**config.mk**
```make
export PLATFORM = sky130hd
export DESIGN_NAME = menu_respondedor
export DESIGN_NICKNAME = d
export VERILOG_FILES = /design/src/rtl/menu_pkg.sv /design/src/rtl/menu_detector_borda.sv /design/src/rtl/menu_respondedor.sv
export SDC_FILE = /design/constraint.sdc
export NUM_CORES = 1
export LEC_CHECK = 0
export ABC_AREA = 0
export CORE_MARGIN = 2
export CORE_UTILIZATION = 25
export CTS_CLUSTER_DIAMETER = 60
export CTS_CLUSTER_SIZE = 28
export DETAILED_ROUTE_END_ITERATION = 8
export GPL_ROUTABILITY_DRIVEN = 0
export GPL_TIMING_DRIVEN = 1
export SLEW_MARGIN = 20
export SYNTH_ARGS = -nofsm -noshare
export SYNTH_HDL_FRONTEND = slang
export SYNTH_HIERARCHICAL = 1
export SYNTH_SLANG_ARGS = --single-unit
```
**constraint.sdc**
```tcl
create_clock -name clock -period 6.8 [get_ports clock]
set_input_delay 1.36 -clock clock [delete_from_list [all_inputs] [get_ports clock]]
set_output_delay 1.36 -clock clock [all_outputs]
set_load 0.01 [all_outputs]
```
**src/rtl/menu_pkg.sv**
```systemverilog
// menu_pkg
//   Shared definitions for the menu responder: page codes, FSM state codes,
//   error-menu option indices, default option counts and the cursor step
//   helper.
//   Build option: MENU_WRAP_EN -- when defined the cursor wraps at both range
//   ends; when undefined it saturates at 0 and at max.
package menu_pkg;

    // Page codes carried on menu_sel[1:0]
    localparam logic [1:0] PAG_MODO   = 2'd0;
    localparam logic [1:0] PAG_BPM    = 2'd1;
    localparam logic [1:0] PAG_TOM    = 2'd2;
    localparam logic [1:0] PAG_MUSICA = 2'd3;

    // FSM state codes; the encoding doubles as the debug state output
    typedef enum logic [2:0] {
        OCIOSO      = 3'd0,
        NAVEGA      = 3'd1,
        NAVEGA_ERRO = 3'd2,
        CONFIRMA    = 3'd3
    } estado_t;

    // Error-menu options, bit positions of the erros one-hot
    typedef enum logic [1:0] {
        ERRO_APRESENTA_ULTIMA = 2'd0,
        ERRO_TENTAR_DNV       = 2'd1,
        ERRO_TENTAR_DNV_REP   = 2'd2
    } erro_op_t;

    localparam logic [3:0] ERRO_MAX = 4'(ERRO_TENTAR_DNV_REP);

    // Default option counts
    localparam int N_MODOS          = 4;
    localparam int N_BPM_PADRAO     = 4;
    localparam int N_TOM_PADRAO     = 12;
    localparam int N_MUSICAS_PADRAO = 16;

    // Index of the set bit in a 4-bit one-hot (0 for a malformed value)
    function automatic logic [1:0] indice_onehot(input logic [3:0] v);
        logic [1:0] idx;
        idx = 2'd0;
        case (v)
            4'b0010: idx = 2'd1;
            4'b0100: idx = 2'd2;
            4'b1000: idx = 2'd3;
            default: idx = 2'd0;
        endcase
        return idx;
    endfunction

    // One cursor step up (sobe=1) or down (sobe=0) inside 0..max
    function automatic logic [3:0] passo_cursor(input logic [3:0] cur,
                                                input logic [3:0] max,
                                                input logic       sobe);
        logic [3:0] prox;
        if (sobe) begin
`ifdef MENU_WRAP_EN
            prox = (cur >= max) ? 4'd0 : cur + 4'd1;
`else
            prox = (cur >= max) ? max : cur + 4'd1;
`endif
        end else begin
`ifdef MENU_WRAP_EN
            prox = (cur == 4'd0) ? max : cur - 4'd1;
`else
            prox = (cur == 4'd0) ? 4'd0 : cur - 4'd1;
`endif
        end
        return prox;
    endfunction

endpackage

```
**src/rtl/menu_detector_borda.sv**
```systemverilog
// menu_detector_borda
//   1-bit rising-edge detector. borda is high in the cycle where nivel is 1
//   and was 0 in the previous cycle.
//   Ports: clock, reset (sync, active-high), nivel (input level),
//          borda (edge pulse, combinational from nivel and the stored level)
module menu_detector_borda (
    input  logic clock,
    input  logic reset,
    input  logic nivel,
    output logic borda
);

    logic anterior;

    always_ff @(posedge clock) begin
        if (reset) anterior <= 1'b0;
        else       anterior <= nivel;
    end

    assign borda = nivel & ~anterior;

endmodule

```
**src/rtl/menu_respondedor.sv**
```systemverilog
// menu_respondedor
//   Responder side of the menu handshake. Opens on inicia_menu, navigates a
//   cursor with the up/down buttons and, on an enter edge, commits the cursor
//   to the selected page register and returns a one-cycle press_enter.
//   Build option: MENU_WRAP_EN (cursor wraps instead of saturating).
//   Ports:
//     clock, reset          single clock, synchronous active-high reset
//     inicia_menu           open/restart pulse
//     menu_sel[2:0]         page select, bit2 flags a pending error menu
//     botao_cima/baixo/enter debounced button levels
//     press_enter           confirm pulse
//     modos, bpm, tom, musica, erros  committed selections
//     cursor                highlighted option
//     menu_ativo            menu open
//     db_estado             current FSM state code
module menu_respondedor
    import menu_pkg::*;
#(
    parameter int N_BPM     = N_BPM_PADRAO,
    parameter int N_TOM     = N_TOM_PADRAO,
    parameter int N_MUSICAS = N_MUSICAS_PADRAO
) (
    input  logic       clock,
    input  logic       reset,
    input  logic       inicia_menu,
    input  logic [2:0] menu_sel,
    input  logic       botao_cima,
    input  logic       botao_baixo,
    input  logic       botao_enter,
    output logic       press_enter,
    output logic [3:0] modos,
    output logic [1:0] bpm,
    output logic [3:0] tom,
    output logic [3:0] musica,
    output logic [2:0] erros,
    output logic [3:0] cursor,
    output logic       menu_ativo,
    output logic [2:0] db_estado
);

    localparam logic [3:0] MAX_MODO   = 4'(N_MODOS - 1);
    localparam logic [3:0] MAX_BPM    = 4'(N_BPM - 1);
    localparam logic [3:0] MAX_TOM    = 4'(N_TOM - 1);
    localparam logic [3:0] MAX_MUSICA = 4'(N_MUSICAS - 1);

    estado_t    estado;
    logic [1:0] pagina;      // page the cursor currently belongs to
    logic       em_erro;     // navigating / confirming the error menu
    logic       latch_erro;  // error menu requested, waiting for inicia_menu

    logic borda_cima, borda_baixo, borda_enter;
    logic [3:0] valor_pagina;
    logic [3:0] max_cursor;

    menu_detector_borda u_borda_cima (
        .clock (clock), .reset (reset), .nivel (botao_cima),  .borda (borda_cima)
    );
    menu_detector_borda u_borda_baixo (
        .clock (clock), .reset (reset), .nivel (botao_baixo), .borda (borda_baixo)
    );
    menu_detector_borda u_borda_enter (
        .clock (clock), .reset (reset), .nivel (botao_enter), .borda (borda_enter)
    );

    // Committed value of the page requested on menu_sel; the cursor reloads
    // from it on menu open and on every page change.
    always_comb begin
        valor_pagina = 4'd0;
        case (menu_sel[1:0])
            PAG_MODO:   valor_pagina = {2'b00, indice_onehot(modos)};
            PAG_BPM:    valor_pagina = {2'b00, bpm};
            PAG_TOM:    valor_pagina = tom;
            PAG_MUSICA: valor_pagina = musica;
            default:    valor_pagina = 4'd0;
        endcase
    end

    always_comb begin
        max_cursor = MAX_MODO;
        if (em_erro) begin
            max_cursor = ERRO_MAX;
        end else begin
            case (pagina)
                PAG_MODO:   max_cursor = MAX_MODO;
                PAG_BPM:    max_cursor = MAX_BPM;
                PAG_TOM:    max_cursor = MAX_TOM;
                PAG_MUSICA: max_cursor = MAX_MUSICA;
                default:    max_cursor = MAX_MODO;
            endcase
        end
    end

    always_ff @(posedge clock) begin
        if (reset) begin
            estado      <= OCIOSO;
            pagina      <= PAG_MODO;
            em_erro     <= 1'b0;
            latch_erro  <= 1'b0;
            press_enter <= 1'b0;
            cursor      <= 4'd0;
            modos       <= 4'b0001;
            bpm         <= 2'd0;
            tom         <= 4'd0;
            musica      <= 4'd0;
            erros       <= 3'b000;
        end else begin
            press_enter <= 1'b0;

            // inicia_menu overrides everything, including same-cycle edges
            if (inicia_menu) begin
                em_erro <= latch_erro;
                if (latch_erro) begin
                    estado     <= NAVEGA_ERRO;
                    latch_erro <= 1'b0;
                    erros      <= 3'b000;
                    cursor     <= 4'd0;
                end else begin
                    estado <= NAVEGA;
                    pagina <= menu_sel[1:0];
                    cursor <= valor_pagina;
                end
            end else begin
                case (estado)
                    OCIOSO: begin
                    end

                    NAVEGA: begin
                        // A page change takes the whole cycle; edges are dropped
                        if (menu_sel[1:0] != pagina) begin
                            pagina <= menu_sel[1:0];
                            cursor <= valor_pagina;
                        end else if (borda_enter) begin
                            estado      <= CONFIRMA;
                            press_enter <= 1'b1;
                            case (pagina)
                                PAG_MODO:   modos  <= 4'b0001 << cursor[1:0];
                                PAG_BPM:    bpm    <= cursor[1:0];
                                PAG_TOM:    tom    <= cursor;
                                PAG_MUSICA: musica <= cursor;
                                default:    modos  <= 4'b0001;
                            endcase
                        end else if (borda_cima != borda_baixo) begin
                            cursor <= passo_cursor(cursor, max_cursor, borda_cima);
                        end
                    end

                    NAVEGA_ERRO: begin
                        if (borda_enter) begin
                            estado      <= CONFIRMA;
                            press_enter <= 1'b1;
                            erros       <= 3'b001 << cursor[1:0];
                        end else if (borda_cima != borda_baixo) begin
                            cursor <= passo_cursor(cursor, max_cursor, borda_cima);
                        end
                    end

                    CONFIRMA: begin
                        if (em_erro || pagina == PAG_MUSICA) estado <= OCIOSO;
                        else                                 estado <= NAVEGA;
                        em_erro <= 1'b0;
                    end

                    default: estado <= OCIOSO;
                endcase
            end

            // A request seen in any cycle is kept for the next menu open
            if (menu_sel[2]) latch_erro <= 1'b1;
        end
    end

    assign menu_ativo = (estado != OCIOSO);
    assign db_estado  = estado;

endmodule
```
==> impl_metrics.ini, run 1 <==
[logic_synthesis]
synth_edf_count = 0
ys_warn_count = 6
yosysMostFrequentCell = dfxtp_1
ys_ff_latch = 31
async_flop_share = 0
synth_cell_types = 49
synth_top_area_share = 0.322
syn_inst = 220
synth_seq_area_share = 0.322
syn-num-nets = 241
synth_area_um2 = 1920
synth_area_leader_cell = dfxtp_1
synth_common_cells = dfxtp_1, nor2_1, mux2i_1
synth_ff_type = dfxtp_1
syn_area_per_cell_um2 = 8.75
synthTopCellsByArea = dfxtp_1, mux2i_1, ha_1

[grt]
grt_pass1_vias = 1570
track_usage = 0.120
antenna_found_initial = 0
grt_max_degree = 33
grt_first_pass_wirelength_um = 8050
grt_remaining_overflow = 0

[critical_path]
crit_start = menu_sel[0]
crit_type = in -> reg
cp-end-kind = flop
cp_max_fo = 10
critPathRequiredTime_ns = 6.98
crit_arrival_ns = 3.53
timing.rr.start = cursor[0]
worst_setup_path_start_kind = input pin

[power_and_ir_drop]
power_density_nw_per_um2 = 199
leakage_nw = 0.967
finalPower_w = 0.000477
vdd_drop_max_uv = 104

[cts]
worstSkewPairLatency_ns = 0.29
clk_path_buf_depth = 2
post_cts_buffers = 0
cts_tree = done
numCtsBuffers = 5
ctsHtreeMaxLevel = 2
cts.clk_slew.worst_paths_ns = 0.06
cts.sinks = 31
cts_resized = 0
cts_root_buf = clkbuf_8
postCtsHoldBufs = 0

[run]
drv_cap = 0

[detailed_routing]
vias = 1640
firstDrtPassIters = 4
via_per_inst = 4.77
ant_nets = 0
drc = 0
wl_per_cell_um = 14.2
drtIter0Drc = 110
routed_wl_um = 4900

[run_status]
status = completed

[layout]
area_delta_synth_final_pct = 24.4
drive_gt1_frac = 0.0735
fillers = 799
finish.instance_area_um2 = 2390
final_nets = 266
antenna_cells = 0

[floorplan]
core_um2 = 7370
die_area_um2 = 8420
die_h_um = 91.7
fp.dieW_um = 91.7
start_util = 0.261
num_rows = 31
io_pins = 35

[min_path]
worstHoldStart = erros[2]
worstHoldPathType = reg -> reg

[timing]
fin_crit_ns = 3.35
setup_ws_ns = 3.45
finClkSkew_ns = 0.00691
worst_slew_pin_slew_ns = 0.561
setup_viol = 0
setup_tns_ns = 0
holdWs_ns = 0.472
fmax_mhz = 298
finalMaxSlewViolations = 0
final_hold_viol_count = 0
max-slew-margin-rel = 0.616
rsz0062_at_grt = no
fin_crit_sh = 0.493

[place]
numPortBuffers = 33
dpl-instance-area_um2 = 2310
place_ws_ns = 3.16
place_hpwl_um = 3540
[cell type report]
cell class,count,area [µm²],area share
Multi-Input combinational cell,163,1190,0.496
Sequential cell,31,621,0.259
Timing Repair Buffer,34,338,0.141
Tap cell,99,124,0.0518
Clock buffer,6,82.6,0.0345
Inverter,10,37.5,0.0157
Clock inverter,1,5.00,0.00209
[final timing paths]
| check | endpoint | slack, ns | cells past startpoint |
|---|---|---|---|
| worst max-delay path | modos[0] | 3.45 | 5 |
| worst min-delay path | erros[2] | 0.47 | 2 |
| worst max register to register | cursor[0] | 4.13 | 7 |
| worst min register to register | erros[2] | 0.47 | 2 |
[flip-flops by register name, indices dropped and copies added, names as in the netlist]
signal,flops
press_enter,1
musica,4
u_borda_baixo/anterior,1
pagina,2
em_erro,1
db_estado,2
erros,3
latch_erro,1
bpm,2
u_borda_enter/anterior,1
tom,4
modos,4
cursor,4
u_borda_cima/anterior,1
[routing by layer]
metal	GRT usage	part of all wire	vias up
met3	0.0403	0.054	7
li1	-	-	823
met5	0	0	-
met4	0.0348	0.015	0
met2	0.182	0.45	39
met1	0.161	0.48	771
[kinds of logic (layout without fill, tap and decap cells)]
family          Yosys count  count (layout)  synth area share
mux                      21              21             0.111
flops                    31              31             0.322
other cells               1               1           0.00195
buf+inv                  26              51            0.0611
fa+ha+maj                12              12            0.0780
compound gates           49              49             0.170
simple gates             74              74             0.224
xor+xnor                  6               6            0.0312
[report_power, final]
part | internal, W | switching (W)
combinational | 0.0000540 | 0.0000656
sequential | 0.000189 | 0.0000160
clock | 0.0000794 | 0.0000725
total | 0.000323 | 0.000154
[stage by stage]
step	std cells	utilization
after global routing	344	0.325
after floorplan	220	-
after CTS	344	0.325
final	344	0.325
after global placement	337	0.313
after detailed placement	337	0.313
[worst max-delay path, stage by stage]
cell and delay (ns):
clkdlybuf4s50_1 0.78, xor2_2 0.20, nor4_4 0.37, or3b_1 0.49, a211o_1 0.32
[layout by cell type (no fill, tap or decap), types with 2 or more instances in the layout]
cell,instances
nand3_1,8
nand3b_1,2
o311ai_0,2
dfxtp_1,31
a32oi_1,2
nand2b_1,4
or3_1,2
a21o_1,3
mux2i_1,19
xnor2_1,3
a31oi_1,3
nor4b_1,2
clkdlybuf4s50_1,33
nor2b_4,6
mux2_2,2
a2111oi_0,2
nand2_1,10
nor3_1,7
xor2_1,2
nor2_1,25
o31ai_1,2
a211o_1,2
ha_1,12
o22ai_1,2
inv_1,10
a21oi_1,14
o21ai_0,7
clkbuf_8,6
a211oi_1,2
nor2b_1,2
(Power assumes the default switching activity.)
==> inputs of run 2 (changes only) <==
- clock period: 6.8 -> 3.3 ns (I/O delays scaled with it)
==> run 2 against run 1 <==
  * Critical path type is now reg -> reg
  * First-iteration DRC count up 26%
  * Register-to-register slack lost 3.4 ns
  * Hold slack is essentially flat
  * Clock power rose to 2.6 times the previous value
  * Clock skew decreased by 0.00068 ns
  * Global-route usage increased by 0.17 points
  * Cell area grew 3.1%
  * Largest cell class unchanged
  * Routed wire length decreased by 0.39%
  * Core utilization grew 1.0 points
  * Power is 120% higher
==> impl_metrics.ini, run 2 (synthesis results as in run 1) <==
[detailed_routing]
via_per_inst = 4.76
vias = 1671
firstDrtPassIters = 4
ant_nets = 0
wl_per_cell_um = 13.9
drc = 0
drtIter0Drc = 139
routed_wl_um = 4880

[timing]
finClkSkew_ns = 0.00623
setup_viol = 0
final_hold_viol_count = 0
fin_crit_ns = 2.61
rsz0062_at_grt = no
holdWs_ns = 0.473
worst_slew_pin_slew_ns = 0.608
fin_crit_sh = 0.792
finalMaxSlewViolations = 0
fmax_mhz = 383
max-slew-margin-rel = 0.590
setup_tns_ns = 0

[cts]
cts_tree = done
cts.clk_slew.worst_paths_ns = 0.07
clk_path_buf_depth = 2
cts.sinks = 31
post_cts_buffers = 0
postCtsHoldBufs = 0
cts_resized = 0
cts_root_buf = clkbuf_8
worstSkewPairLatency_ns = 0.29
ctsHtreeMaxLevel = 2
numCtsBuffers = 5

[layout]
layout_commonest_cell = clkdlybuf4s50_1
drive_gt1_frac = 0.0992
final_cell_mix = clkdlybuf4s50_1, dfxtp_1, nor2_1
final_util = 0.335
antenna_cells = 0
final_nets = 272
area_delta_synth_final_pct = 28.3

[floorplan]
die_area_um2 = 8420
start_util = 0.261
die_h_um = 91.7
core_um2 = 7370
fp.dieW_um = 91.7
io_pins = 35
num_rows = 31

[power_and_ir_drop]
power_density_nw_per_um2 = 434
leakage_nw = 1.01
vdd_drop_max_uv = 195

[grt]
antenna_found_initial = 0
grt_remaining_overflow = 0
track_usage = 0.122
grt_pass1_vias = 1607
grt_max_degree = 32
grt_first_pass_wirelength_um = 8210

[run_status]
status = completed

[critical_path]
critPathRequiredTime_ns = 3.52
crit_arrival_ns = 2.83
cp-end-kind = flop
crit_type = reg -> reg
cp_max_fo = 9
worst_setup_path_start_kind = flop

[place]
place_hpwl_um = 3570
numPortBuffers = 33

[min_path]
worstHoldPathType = reg -> reg

[run]
drv_cap = 0
==> run 2: cell count changes in the layout (fill, tap and decap cells not counted), sizes merged <==
cell	before	now
buf	1	7
bufinv	0	1
==> run 2: metrics by stage <==
step | power [W] | std cells | cell area [µm²] | worst slack, ns
floorplan | 0.000595 | 220 | 1920 | 0.998
global placement | 0.000680 | 343 | 2350 | 0.602
detailed placement | 0.000681 | 343 | 2350 | 0.560
CTS | 0.00108 | 351 | 2470 | 0.707
global route | 0.00114 | 351 | 2470 | 0.500
finish | 0.00107 | 351 | 2470 | 0.687
==> run 2: power breakdown <==
group	leakage [nW]	switching, W	internal [W]
clock network	0.0612	0.000150	0.000244
logic	0.698	0.000145	0.000117
registers	0.252	0.0000242	0.000390
total	1.01	0.000319	0.000752
==> run 2: critical path, stage by stage, from the launching register on <==
cell	delay, ns
dfxtp_1	0.50
nand3_1	0.18
ha_1	0.31
nand3_1	0.07
o21ai_0	0.51
mux2_2	0.40
o311ai_0	0.41
o2bb2ai_1	0.17
==> run 2: per-layer routing <==
| layer | global-route usage | vias up | routed length (µm) |
|---|---|---|---|
| li1 | - | 839 | - |
| met1 | 0.178 | 774 | 2480 |
| met2 | 0.175 | 53 | 2130 |
| met3 | 0.0271 | 5 | 225 |
| met4 | 0.0398 | 0 | 51 |
| met5 | 0 | - | 0 |
==> run 2: final timing paths <==
| check | end | slack, ns | depth (start not counted) | from |
|---|---|---|---|---|
| worst max-delay path | cursor[3] | 0.69 | 7 | pagina[1] |
| worst min-delay path | erros[0] | 0.47 | 2 | erros[0] |
| worst min register to register | erros[0] | 0.47 | 2 | erros[0] |
| worst max register to register | cursor[3] | 0.69 | 7 | pagina[1] |
==> run 2: cell type report <==
cell class	instances	area, µm²
flip-flops and latches	31	621
fillers	786	4900
well taps	99	124
clock buffers	6	82.6
repair buffers	40	383
inverters	10	37.5
multi-input cells	163	1190
clock inverters	2	35.0
==> inputs of run 3 (changes only) <==
- clock period: 3.3 -> 2.6 ns (I/O delays scaled with it)
==> run 3 against run 2 <==
  * Register-to-register slack lost 0.50 ns
  * Routed wire length shrank 0.35%
  * Clock power grew 25%
  * Die area is the same
  * Global-route usage shrank 0.30 points
  * Hold slack gained 0.0032 ns
  * Combinational power grew 37%
  * Flip-flop and latch count is the same
  * Largest cell class unchanged
  * Highest routed layer unchanged
==> impl_metrics.ini, run 3 (synthesis results as in run 1) <==
[detailed_routing]
firstDrtPassIters = 4
drc = 0
wl_per_cell_um = 13.6
vias = 1693
ant_nets = 0
via_per_inst = 4.73
drtIter0Drc = 140
routed_wl_um = 4860

[place]
numPortBuffers = 33
place_hpwl_um = 3640
dpl-instance-area_um2 = 2400
placed_cells = 350
place_ws_ns = 0.115

[min_path]
holdPathStages = 2
worstHoldStart = erros[1]
whs_endpoint = erros[1]
worstHoldPathType = reg -> reg

[power_and_ir_drop]
p_sw_frac = 0.294
p_int_w = 0.000968
clkPwrFrac = 0.361
leakage_nw = 1.05
power.share.combinational = 0.263
vdd_drop_max_uv = 306
power_density_nw_per_um2 = 544
p_sw_w = 0.000403
sequentialPowerShare = 0.376

[cts]
worstSkewPairLatency_ns = 0.28
postCtsHoldBufs = 0
clk_path_buf_depth = 2
ctsHtreeMaxLevel = 2
cts.clk_slew.worst_paths_ns = 0.07
cts_root_buf = clkbuf_8
cts_tree = done
cts.sinks = 31
numCtsBuffers = 5

[layout]
fillers = 789
final_cells = 358
final_cell_mix = clkdlybuf4s50_1, dfxtp_1, nor2_1
final_nets = 279
antenna_cells = 0
layout_commonest_cell = clkdlybuf4s50_1
finish.instance_area_um2 = 2520
area_delta_synth_final_pct = 31.0
drive_gt1_frac = 0.124
multiInputGateArea_um2 = 1190
register_area_um2 = 621

[run]
drv_cap = 0

[critical_path]
slowest_stage = o311ai_0
critPathMaxStageDelay_ns = 0.46
cp_max_fo = 5
critical_path.top_delay_family = compound AO/OA/AOI/OAI gates
worst_setup_path_start_kind = flop
crit_path_frequent_cell = nand3_1
rr_endpoint = cursor[3]
critPathRequiredTime_ns = 2.82
cp-end-kind = flop
timing.rr.start = em_erro
crit_type = reg -> reg
crit_arrival_ns = 2.63
ff2ff_setup_slack_ns = 0.19
reg2reg_depth = 8
crit_cells = 8
crit_chain = inv_1 -> nand3_1 -> ha_1 -> nand3_1 -> o21ai_1 -> mux2_2 -> o311ai_0 -> o2bb2ai_1
critical_path_buf_inv_count = 1

[floorplan]
start_util = 0.261
num_rows = 31
core_um2 = 7370
fp.dieW_um = 91.7
die_h_um = 91.7
die_area_um2 = 8420
io_pins = 35

[timing]
setup_ws_ns = 0.189
max-slew-margin-rel = 0.652
rsz0062_at_grt = no
fmax_mhz = 415
final_hold_viol_count = 0
finalMaxSlewViolations = 0
worst_slew_pin_slew_ns = 0.515
fin_crit_ns = 2.41
setup_tns_ns = 0
finClkSkew_ns = 0.00753
fin_crit_sh = 0.927
setup_viol = 0

[grt]
track_usage = 0.119
grt_pass1_vias = 1620
grt_max_degree = 32
grt_first_pass_wirelength_um = 8010
grt_remaining_overflow = 0
antenna_found_initial = 0

[run_status]
status = completed
run 3: worst reg2reg max path: stages (launching register included):
cell and delay (ns):
dfxtp_1 0.32, inv_1 0.14, nand3_1 0.14, ha_1 0.30, nand3_1 0.08, o21ai_1 0.36, mux2_2 0.39, o311ai_0 0.46
o2bb2ai_1 0.17
run 3: metrics by stage:
stage,hold slack (ns),power (W),utilization
after floorplan,0.492,0.000755,-
after global placement,0.466,0.000883,0.326
after detailed placement,0.473,0.000881,0.326
after CTS,0.482,0.00138,0.342
after global routing,0.494,0.00145,0.342
final,0.476,0.00137,0.342
run 3: layout make-up:
type | instances | share of cell area
sequential | 31 | 0.246
clock buffer | 6 | 0.0328
timing repair buffer | 47 | 0.173
tap | 99 | 0.0491
clock inverter | 2 | 0.0139
inverter | 10 | 0.0149
multi-input combinational | 163 | 0.470
run 3: worst max path at each step:
stage / slack (ns) / to / start
3_3_place_gp: 0.06 / cursor[3] / em_erro
4_1_cts: 0.07 / cursor[3] / em_erro
2_1_floorplan: 0.30 / cursor[3] / cursor[0]
3_5_place_dp: 0.12 / cursor[3] / em_erro
5_1_grt: 0.002 / cursor[3] / em_erro
6_report: 0.19 / cursor[3] / em_erro
run 3: layer usage:
metal	track usage	wire [µm]	part of all wire
met1	0.167	2420	0.50
met2	0.181	2180	0.45
met3	0.0312	237	0.049
met4	0.0286	24	0.0049
met5	0	0	0
run 3: timing repair:
action	in CTS	in global routing
buffers inserted	0	0
gates resized for setup	0	1
setup endpoints to repair	0	2
run 3: power by group through the flow:
stage,registers (W),clock network (W),logic (W)
global placement,0.000527,0,0.000356
detailed placement,0.000527,0,0.000354
CTS,0.000516,0.000505,0.000358
floorplan,0.000526,0,0.000229
global route,0.000520,0.000533,0.000399
finish,0.000516,0.000494,0.000360
